$ cat src/rtl/seg7_display_ctrl.sv
// Multi-digit 7-segment display controller: hex or decimal (shift-add-3) conversion,
// leading-zero blanking, overflow dashes and per-digit blink, all on a registered segment bus.
module seg7_display_ctrl #(
   parameter int NDIG       = 6,
   parameter int DW         = 20,
   parameter int ACTIVE_LOW = 1,
   parameter int BLINK_DIV  = 20000000
) (
   input  logic              clk,
   input  logic              nrst,
   input  logic              load,
   input  logic [DW-1:0]     value,
   input  logic              dec_mode,
   input  logic              blank_lz,
   input  logic [NDIG-1:0]   blink_en,
   output logic              busy,
   output logic              done,
   output logic              ovf,
   output logic [7*NDIG-1:0] seg
);
   localparam int BW  = 4*NDIG + 4;
   localparam int CW  = $clog2(DW + 1);
   localparam int BCW = $clog2(BLINK_DIV);

   typedef enum logic [1:0] {IDLE, CONV, COMMIT} state_t;
   state_t state_q, state_d;

   logic [BW-1:0]          bcd_q, bcd_adj;
   logic [DW-1:0]          sh_q;
   logic [CW-1:0]          cnt_q;
   logic                   lz_q, trunc_q, ovf_q, ovf_d;
   logic [NDIG-1:0][6:0]   glyph_q, new_glyph, glyph_src;
   logic [BCW-1:0]         bcnt_q;
   logic                   phase_q;
   logic [7*NDIG-1:0]      seg_q, seg_d;
   logic                   seen;
   logic [3:0]             nib;
   logic [6:0]             g;

   function automatic logic [6:0] hex7(input logic [3:0] d);
      case (d)
         4'h0: hex7 = 7'h3F;  4'h1: hex7 = 7'h06;  4'h2: hex7 = 7'h5B;  4'h3: hex7 = 7'h4F;
         4'h4: hex7 = 7'h66;  4'h5: hex7 = 7'h6D;  4'h6: hex7 = 7'h7D;  4'h7: hex7 = 7'h07;
         4'h8: hex7 = 7'h7F;  4'h9: hex7 = 7'h6F;  4'hA: hex7 = 7'h77;  4'hB: hex7 = 7'h7C;
         4'hC: hex7 = 7'h39;  4'hD: hex7 = 7'h5E;  4'hE: hex7 = 7'h79;  default: hex7 = 7'h71;
      endcase
   endfunction

   always_ff @(posedge clk) begin
      if (!nrst) state_q <= IDLE;
      else       state_q <= state_d;
   end

   always_comb begin
      state_d = state_q;
      busy    = 1'b0;
      done    = 1'b0;
      case (state_q)
         IDLE:    if (load) state_d = dec_mode ? CONV : COMMIT;
         CONV: begin
            busy = 1'b1;
            if (cnt_q == '0) state_d = COMMIT;
         end
         COMMIT: begin
            done    = 1'b1;
            state_d = IDLE;
         end
         default: state_d = IDLE;
      endcase
   end

   // Add-3 correction on every BCD digit before the shift
   always_comb begin
      bcd_adj = bcd_q;
      for (int i = 0; i < NDIG + 1; i++)
         if (bcd_q[4*i +: 4] >= 4'd5) bcd_adj[4*i +: 4] = bcd_q[4*i +: 4] + 4'd3;
   end

   // Hex loads go straight into the BCD register so commit treats both modes alike;
   // trunc_q catches digits shifted off the top for values wider than the register.
   always_ff @(posedge clk) begin
      if (!nrst) begin
         bcd_q   <= '0;
         sh_q    <= '0;
         cnt_q   <= '0;
         lz_q    <= 1'b0;
         trunc_q <= 1'b0;
      end else if (state_q == IDLE && load) begin
         lz_q    <= blank_lz;
         trunc_q <= 1'b0;
         cnt_q   <= CW'(DW - 1);
         if (dec_mode) begin
            sh_q  <= value;
            bcd_q <= '0;
         end else begin
            sh_q  <= '0;
            bcd_q <= BW'(value);
         end
      end else if (state_q == CONV) begin
         bcd_q   <= {bcd_adj[BW-2:0], sh_q[DW-1]};
         sh_q    <= sh_q << 1;
         trunc_q <= trunc_q | bcd_adj[BW-1];
         cnt_q   <= cnt_q - 1'b1;
      end
   end

   always_comb begin
      ovf_d     = trunc_q | (|bcd_q[BW-1:4*NDIG]);
      new_glyph = '0;
      seen      = 1'b0;
      nib       = '0;
      for (int k = NDIG - 1; k >= 0; k--) begin
         nib = bcd_q[4*k +: 4];
         if (nib != 4'd0) seen = 1'b1;
         if (ovf_d)                          new_glyph[k] = 7'h40;
         else if (lz_q && !seen && k != 0)   new_glyph[k] = 7'h00;
         else                                new_glyph[k] = hex7(nib);
      end
   end

   always_ff @(posedge clk) begin
      if (!nrst) begin
         glyph_q <= '0;
         ovf_q   <= 1'b0;
      end else if (state_q == COMMIT) begin
         glyph_q <= new_glyph;
         ovf_q   <= ovf_d;
      end
   end

   always_ff @(posedge clk) begin
      if (!nrst) begin
         bcnt_q  <= '0;
         phase_q <= 1'b0;
      end else if (bcnt_q == BCW'(BLINK_DIV - 1)) begin
         bcnt_q  <= '0;
         phase_q <= ~phase_q;
      end else begin
         bcnt_q  <= bcnt_q + BCW'(1);
      end
   end

   // Commit-cycle glyphs are forwarded so seg updates on the same edge as the commit
   always_comb begin
      glyph_src = (state_q == COMMIT) ? new_glyph : glyph_q;
      seg_d     = '0;
      g         = '0;
      for (int k = 0; k < NDIG; k++) begin
         g = (phase_q && blink_en[k]) ? 7'h00 : glyph_src[k];
         seg_d[7*k +: 7] = (ACTIVE_LOW != 0) ? ~g : g;
      end
   end

   always_ff @(posedge clk) begin
      if (!nrst) seg_q <= (ACTIVE_LOW != 0) ? '1 : '0;
      else       seg_q <= seg_d;
   end

   assign seg = seg_q;
   assign ovf = ovf_q;
endmodule

$ cat config.mk
export PLATFORM = sky130hd
export DESIGN_NAME = seg7_display_ctrl
export DESIGN_NICKNAME = d
export VERILOG_FILES = /design/src/rtl/seg7_display_ctrl.sv
export SDC_FILE = /design/constraint.sdc
export NUM_CORES = 1
export LEC_CHECK = 0
export ABC_AREA = 1
export CORE_MARGIN = 2
export CORE_UTILIZATION = 40
export CTS_CLUSTER_DIAMETER = 120
export DETAILED_ROUTE_END_ITERATION = 8
export PLACE_DENSITY = 0.69
export SYNTH_ARGS = -nofsm -noshare
export SYNTH_HDL_FRONTEND = slang
export SYNTH_SLANG_ARGS = --single-unit
$ cat constraint.sdc
create_clock -name clk -period 2.48 [get_ports clk]
set_input_delay 0.372 -clock clk [delete_from_list [all_inputs] [get_ports clk]]
set_output_delay 0.372 -clock clk [all_outputs]
set_load 0.005 [all_outputs]
Word level (Yosys, flattened, before mapping)
Memory sizes are Yosys's and may differ from the RTL's. A register that Yosys moved wholly into a read port is not among the register bits.
Cells that the tools add are included.
W data, S select, Z words.
- register bits: 168
- output and inout port bits: 45
- bits in read-only memories: 672
- memories kept: 6
- logic and storage cells: 139
- memories (name ; words ; bits a word ; read ports ; clocked after Yosys merged registers in ; write ports ; line ; text):
    (no name shown) ; 16 ; 7 ; 1 ; 1 ; 0 ; 41 ; case (d)
    (no name shown) ; 16 ; 7 ; 1 ; 1 ; 0 ; 41 ;
    (no name shown) ; 16 ; 7 ; 1 ; 1 ; 0 ; 41 ;
    (no name shown) ; 16 ; 7 ; 1 ; 1 ; 0 ; 41 ;
    (no name shown) ; 16 ; 7 ; 1 ; 1 ; 0 ; 41 ;
    (no name shown) ; 16 ; 7 ; 1 ; 1 ; 0 ; 41 ;
- add/subtract/negate cells: 9
- magnitude comparators: 7
- muxes and demuxes: 56
- bitwise operators: 10
- reductions and logical operators: 29
- eq/ne operators: 5
- operator list (cell ; number):
    $mux W7 ; 17
    $mux W20 ; 4
    $mux W4 ; 19
    $mux W28 ; 2
    $mux W42 ; 1
    $not A7 Y7 ; 6
    $add A4 B2 Y4 const B ; 7
    $ge A4 B3 Y1 const B ; 7
    $add A25 B1 Y25 const B ; 1
    $eq A25 B25 Y1 const B ; 1
    $reduce_bool A4 Y1 ; 5
    $logic_and A1 B1 Y1 ; 12
    $mux W5 ; 2
    $mux W1 ; 7
    $mux W2 ; 3
    $logic_not A1 Y1 ; 5
    $logic_not A5 Y1 ; 1
    $sub A5 B1 Y5 const B ; 1
    $ne A2 B2 Y1 const B ; 2
    $pmux W2 S2 ; 1
    $reduce_or A2 Y1 ; 2
    $reduce_or A4 Y1 ; 1
    $eq A2 B1 Y1 const B ; 1
    $eq A2 B2 Y1 const B ; 1
    other kinds (5) ; 7

Logic depth before layout (Yosys ltp)
- depth in word-level cells: 13
- gate-level depth with buffers: 16

Worst setup path after synthesis
OpenSTA, ideal clock, no wires.
- kind: reg2reg
- start: register bcd_q[8]
- end: register with a tool-made name
- cell stages (with the launch flop): 14
- required time: 2366 ps
- setup slack: 488 ps
- buffers on the path: 0
- arrival: 1879 ps
- path through: dfxtp_1 -> inv_1 -> ha_1 -> nor2_1 -> nor2_1 -> nand2_1 -> nand3_1 -> a21oi_1 -> inv_1 -> ha_1 -> inv_1 -> nand3_1 -> nand3_1 -> nand2_1
- RTL lines (what ; line ; text):
    from (decl) ; 28 ; logic [BW-1:0] bcd_q, bcd_adj;
    from (signal assigned) ; 97 ; bcd_q <= BW'(value);
    from (signal assigned) ; 100 ; bcd_q <= {bcd_adj[BW-2:0], sh_q[DW-1]};

Worst setup path after layout
- start: register state_q[1]
- end: output done
- longest elaborated chain between the ends: 2
- RTL lines (what ; line ; text):
    from (decl) ; 26 ; state_t state_q, state_d;
    from (signal assigned) ; 51 ; else state_q <= state_d;
    $eq A2 B2 Y1 ; 58 ; case (state_q)
    $mux W1 ; 58 ;
    to (decl) ; 17 ; output logic done,
No other way between the ends.

==> results.md <==
- The initial antenna violation count is 0.
- The number of synthesized register bits is 210.
- The number of core rows is 57.
- VDD sags by at most 0.387 mV.
- The most frequently used cell type in the post-synthesis netlist is nand2_1.
- In the routed layout, each cell is associated on average with a via count of approximately 5.
- The I/O pin count is between 70 and 80.
- The leakage power is 5.52 nW.
- The relative area change from synthesis to final layout is 23.6%.
- CTS built an H-tree with a depth of 1.
- The HPWL reported at the end of detailed placement is roughly 18 mm.
- The share of final-layout standard cells stronger than drive strength 1 is 0.101.
- Dividing the detail-routed wire length by the instance count gives between 10 and 15 um.
- Walking the worst path, the cells encountered are inv_2, nor2_4, buf_4, clkdlybuf4s50_1.
- The overall track demand over capacity in global routing is 0.186.
- The maximum number of pins on one net before global-route repair is 37.
- The kind of end point of the critical path is an output pin.
- The worst hold path belongs to the class in -> reg.
- Along the worst path, the maximum fanout reaches 7.
- After synthesis, the cell types taking the most area are dfxtp_1 (42%), nand2_1 (14%), ha_1 (8.2%).
- The tree built by TritonCTS fans out to 210 sinks.
- The setup slack at placement is -0.0429 ns.
- The clock insertion delay at the later pin of the skew report is between 0.5 and 0.6 ns.
- The count of non-filler cells in the finished layout is ~1800.
- The share of synthesized area in the top cell type comes to 0.424.
- The run finished with clean final reports.
- Across the run, the number of max-cap violations was 0.
- The synthesized instance count is between 1000 and 1500.
- For the worst setup path, the data required time is about 2.1 ns.
- Clock-pin slew was measured on the worst setup and hold paths at 0.06 ns.
- The first global-routing pass estimated 40.8 mm of wire.
- The dominant register cell in the synthesized netlist is dfxtp_1.
- On the critical path, the stage with the largest delay is an instance of clkdlybuf4s50_1.
- The CTS buffer count is 24.
- The max-slew violation total from the final report was 0.
- For this run, the slowest stage of the critical path takes 0.52 ns.
- The final number of hold-violating endpoints is 0.
- During placement, the flow inserted port buffers numbering 75.
- The cell type with the largest total area after synthesis is dfxtp_1.
- The setup clock skew after layout is roughly 0.017 ns.
- The total wire length after detailed routing is ~24 mm.
- The clock passes through at most 3 buffers.
- At the end of the flow, the number of nets in the layout was ~1600.
- The average size of a mapped cell is between 7 and 8 sq um.
- In the finished design, the share of the clock period the worst path needs comes to 0.963.
- The detail route stage leaves a number of antenna-violating nets equal to 0.
- The leftover overflow at the end of global routing is 0.
- STA classifies the critical path startpoint as a register.
- The quantity of hold-fixing buffers added after cts is 0.
- The number of unique standard cell types used by synthesis is 43.
- The final worst slack is between 0.09 and 0.1 ns.
- The number of global-route vias before repair is ~8600.
- The critical path in this run is classified as reg -> out.
- Synthesis produced a netlist with a net count of ~1400.
- For this run, the number of Yosys warnings is 0.
- The number of endpoints failing setup at the final stage is 0.
- The repair_antennas step left the layout with diodes totalling 0.
- Registers take ~0.0042 sq mm.
- After detailed routing, the number of remaining DRC violations is 0.
- The total power density per cell area is roughly 740 mW/mm^2.
- The worst pin sits at a relative slew slack of 0.614.
- After filler insertion, the fill cell instance count of the layout stands at around 2300.
- Setup repair after global routing left no endpoint under its margin.
- The number of placed instances, taps included, is about 1800.
- After layout, the minimum clock period comes to 2.39 ns.
- Before antenna repair, the detailed router went through 5 iterations.
- The number of design-rule violations left by the first detailed-router iteration is between 400 and 500.
- The full die area is 0.0261 sq mm.
- The count of vias placed by the detailed router is approximately 8900.
- After synthesis the cells add up to roughly 0.0099 sq mm.
- The async set-or-reset flop fraction in the synthesized netlist is 0.
- Summing all multi-input logic gate instances after layout gives 0.00496 sq mm.
- Counting flops with a built-in enable in the synthesized netlist gives 0.
- The slew at the pin closest to its max-slew limit is 0.578 ns.
- The area of the core is around 0.024 sq mm.
- The y dimension of the die is 162 um.
- The TritonCTS clock tree is done.
- The initial utilization of the core area, before any placement, comes to 0.408.
- For the worst setup path, the data arrival time is approximately 2.0 ns.
- By count the netlist is led by nand2_1 (375), dfxtp_1 (210), inv_1 (134).
- The placer's final routability congestion estimate is 0.873.
- The sequential element share of the synthesized area is 0.424.
- The die boundary width is 162 um.
- The clock root buffer is clkbuf_16.
- Derived from the worst setup path, the maximum achievable clock frequency is roughly 0.42 GHz.
[worst max-delay path, delay by kind of cell, from the launching register on]
family / cells / cell delay (ns)
buffers and inverters: 3 / 0.83
DFF: 1 / 0.43
and+or+nand+nor: 1 / 0.24
[logic make-up after synthesis]
| group | count (synthesis) | synth area share |
|---|---|---|
| DFF | 210 | 0.424 |
| AOI/OAI and AO/OA | 206 | 0.117 |
| xor gates and xnor gates | 16 | 0.0141 |
| and+or+nand+nor | 660 | 0.286 |
| buffers and inverters | 194 | 0.0769 |
| adders and majority gates | 65 | 0.0820 |
[metal layers]
metal | global-route usage | vias to the layer above | routed length (um)
met1 | 0.246 | 4101 | 11500
li1 | - | 4611 | -
met2 | 0.312 | 189 | 11100
met4 | 0.0597 | 0 | 701
met5 | 0 | - | 0
met3 | 0.0308 | 47 | 1140
[repair_timing]
action | 4_1_cts | 5_1_grt
resized for setup | 1 | 0
endpoints found under the setup margin | 1 | 0
setup buffers | 0 | 0
[where the power goes]
| group | switching, mW | internal (mW) | leakage (nW) |
|---|---|---|---|
| clock network | 1.44 | 2.51 | 0.431 |
| registers | 0.110 | 3.67 | 1.72 |
| logic | 0.794 | 0.582 | 3.38 |
| total | 2.34 | 6.77 | 5.52 |
[stage by stage]
step           hold WS, ns  TNS (ns)   util  area [sq um]  total power, mW
2_1_floorplan        0.418         0      -          9920             4.66
3_3_place_gp         0.431         0  0.467         11400             5.20
3_5_place_dp         0.434    -0.107  0.467         11400             5.22
4_1_cts              0.174         0  0.504         12300             9.19
5_1_grt              0.206         0  0.504         12300             9.52
6_report             0.191         0  0.504         12300             9.11
[worst paths after layout]
| kind | cells past startpoint | slack, ns | startpoint | endpoint |
|---|---|---|---|---|
| worst max-delay path | 4 | 0.09 | state_q[1]$_SDFFE_PN0P_ | done |
| worst min register to register | 1 | 0.44 | bcnt_q[0]$_SDFF_PP0_ | bcnt_q[0]$_SDFF_PP0_ |
| worst min-delay path | 3 | 0.19 | nrst | cnt_q[0]$_SDFFE_PN0N_ |
| worst max register to register | 13 | 0.29 | bcd_q[20]$_SDFFE_PN0N_ | register |
[area by class of cell]
type                            count  area share
Multi-Input combinational cell    947       0.405
Sequential cell                   210       0.343
Timing Repair Buffer              136      0.0994
Clock buffer                       33      0.0576
Inverter                          152      0.0465
Tap cell                          324      0.0331
Clock inverter                     11      0.0159
[cells in the final DEF (no fill, tap or decap), drive strengths merged]
| master | count |
|---|---|
| ha | 65 |
| o22ai | 1 |
| clkinvlp | 3 |
| nor2 | 85 |
| nor3b | 3 |
| clkdlybuf4s50 | 74 |
| o31ai | 1 |
| and3 | 2 |
| clkbuf | 33 |
| nand2 | 386 |
| bufinv | 5 |
| inv | 150 |
| and2 | 3 |
| a31oi | 2 |
| a22oi | 12 |
| a21o | 2 |
| or2 | 4 |
| nand2b | 1 |
| nand4 | 19 |
| xor2 | 11 |
| a21oi | 89 |
| buf | 62 |
| a221oi | 1 |
| nand3b | 11 |
| a22o | 3 |
| nor3 | 11 |
| o211ai | 9 |
| o21ai | 86 |
| dfxtp | 210 |
| xnor2 | 5 |
| nor4 | 2 |
| nand3 | 133 |
| clkinv | 5 |
Note: power is estimated with default switching activity, not from simulation.
==> variant (same flow settings) <==
The parameter `NDIG` goes from 6 to 7.
--- a/src/rtl/seg7_display_ctrl.sv
+++ b/src/rtl/seg7_display_ctrl.sv
@@ -3,3 +3,3 @@
 module seg7_display_ctrl #(
-   parameter int NDIG       = 6,
+   parameter int NDIG       = 7,
    parameter int DW         = 20,
Interface: changed (resized blink_en and seg); port bits go from 76 to 84. No check against the original RTL was run, so the function may have changed too.
==> variant against the original RTL <==
- hold slack improved by 180 ps
- setup slack gained 55 ps
- sequential cell count up 25
- critical path depth is the same
- register-to-register slack worse by 40 ps
- synthesized area increased by 9.4%
- wire length increased by 7.1%
- power increased by 4.4%
- sequential share of layout area increased by 1.6 points
- count of clock-buffer cells in the layout decreased by 2
- final area rose by 7.0%
- via count is 8.5% higher
- critical path type unchanged
==> variant: results (changes against the original RTL) <==
outcome: "finished clean"
yosysSeqAreaShare_pct: 43.4  # +0.99 points
min_delay_path_depth: 4  # +1
inv_count: 163  # +7.2%
clkCellAreaFrac_pct: 6.32  # -1.0 points
syn_nets: 1567  # +8.3%
met1_length_um: 12400  # +7.4%
cp_max_fo: 10  # +3
whs_endpoint: "phase_q$_SDFFE_PN0P_"
synthTopCellsByCount: "nand2_1, dfxtp_1, inv_1"
grt_pass1_wl_um: 43900  # +7.5%
cts_sinks: 235  # +12%
wl_met3_um: 1420  # +25%
clock_skew_ps: 9.83  # -7.05 ps
synthXorXnorAreaFrac_pct: 1.05  # -0.36 points
r2r-start: "bcd_q[13]$_SDFFE_PN0N_"
postCtsResizedCells: 0  # -1
seq_area_share_pct: 35.9  # +1.6 points
power.switching_uw: 2550  # +9.1%
rrSetupSlack_ps: 250  # -40 ps
grt_max_degree: 43  # +16%
first_iter_violations: 692  # +42%
synth_cell_types: 42  # -2.3%
holdWs_ps: 367  # +176 ps
n_all_buffers: 132  # -2.9%
multi_input_area_um2: 5310  # +7.1%
seq-power_uw: 4250  # +12%
p_leak_uw: 0.00576  # +4.3%
drt-total-wl_um: 26200  # +7.1%
route.met2.wl_um: 11800  # +7.1%
place.port_buffers: 83  # +11%
r2r_cells: 11  # -2
num_vias: 9710  # +8.5%
layout.nonclk_buf_share_pct: 9.39  # -0.55 points
synth-adder-area-share_pct: 7.84  # -0.36 points
synth_area_leaders: "dfxtp_1, nand2_1, ha_1, nand3_1, inv_1"
timing.slew.headroom_pct: 62.3  # +0.89 points
==> variant: cell types whose count changed after synthesis, sizes merged, moves of 12 or more <==
cell   change
nand2     +24
nand3     -24
a21oi     -14
o21ai     +43
dfxtp     +25
inv       +12
nor2      +29
==> variant: per-stage QoR <==
stage / cell area, um^2 / utilization, % / worst slack [ps] / total power, uW / instances
after floorplan: 10900 / - / 492 / 5240 / 1467
after global placement: 12300 / 45.8 / 52.4 / 5800 / 1894
after detailed placement: 12300 / 45.8 / 2.08 / 5820 / 1894
after CTS: 13100 / 48.9 / 112 / 9590 / 1938
after global routing: 13100 / 48.9 / 51.1 / 9980 / 1938
final: 13100 / 48.9 / 147 / 9510 / 1938
==> variant: per-layer routing <==
layer,global-route usage [%],up-vias
li1,-,4976
met1,24.7,4437
met2,31.4,258
met3,2.50,39
met4,4.76,0
met5,0,-
==> variant: worst max-delay path: cells and delay by family, from the launching register on <==
| kind | cells | cell delay, ps |
|---|---|---|
| flops | 1 | 420 |
| simple gates | 1 | 150 |
| buf+inv | 3 | 860 |
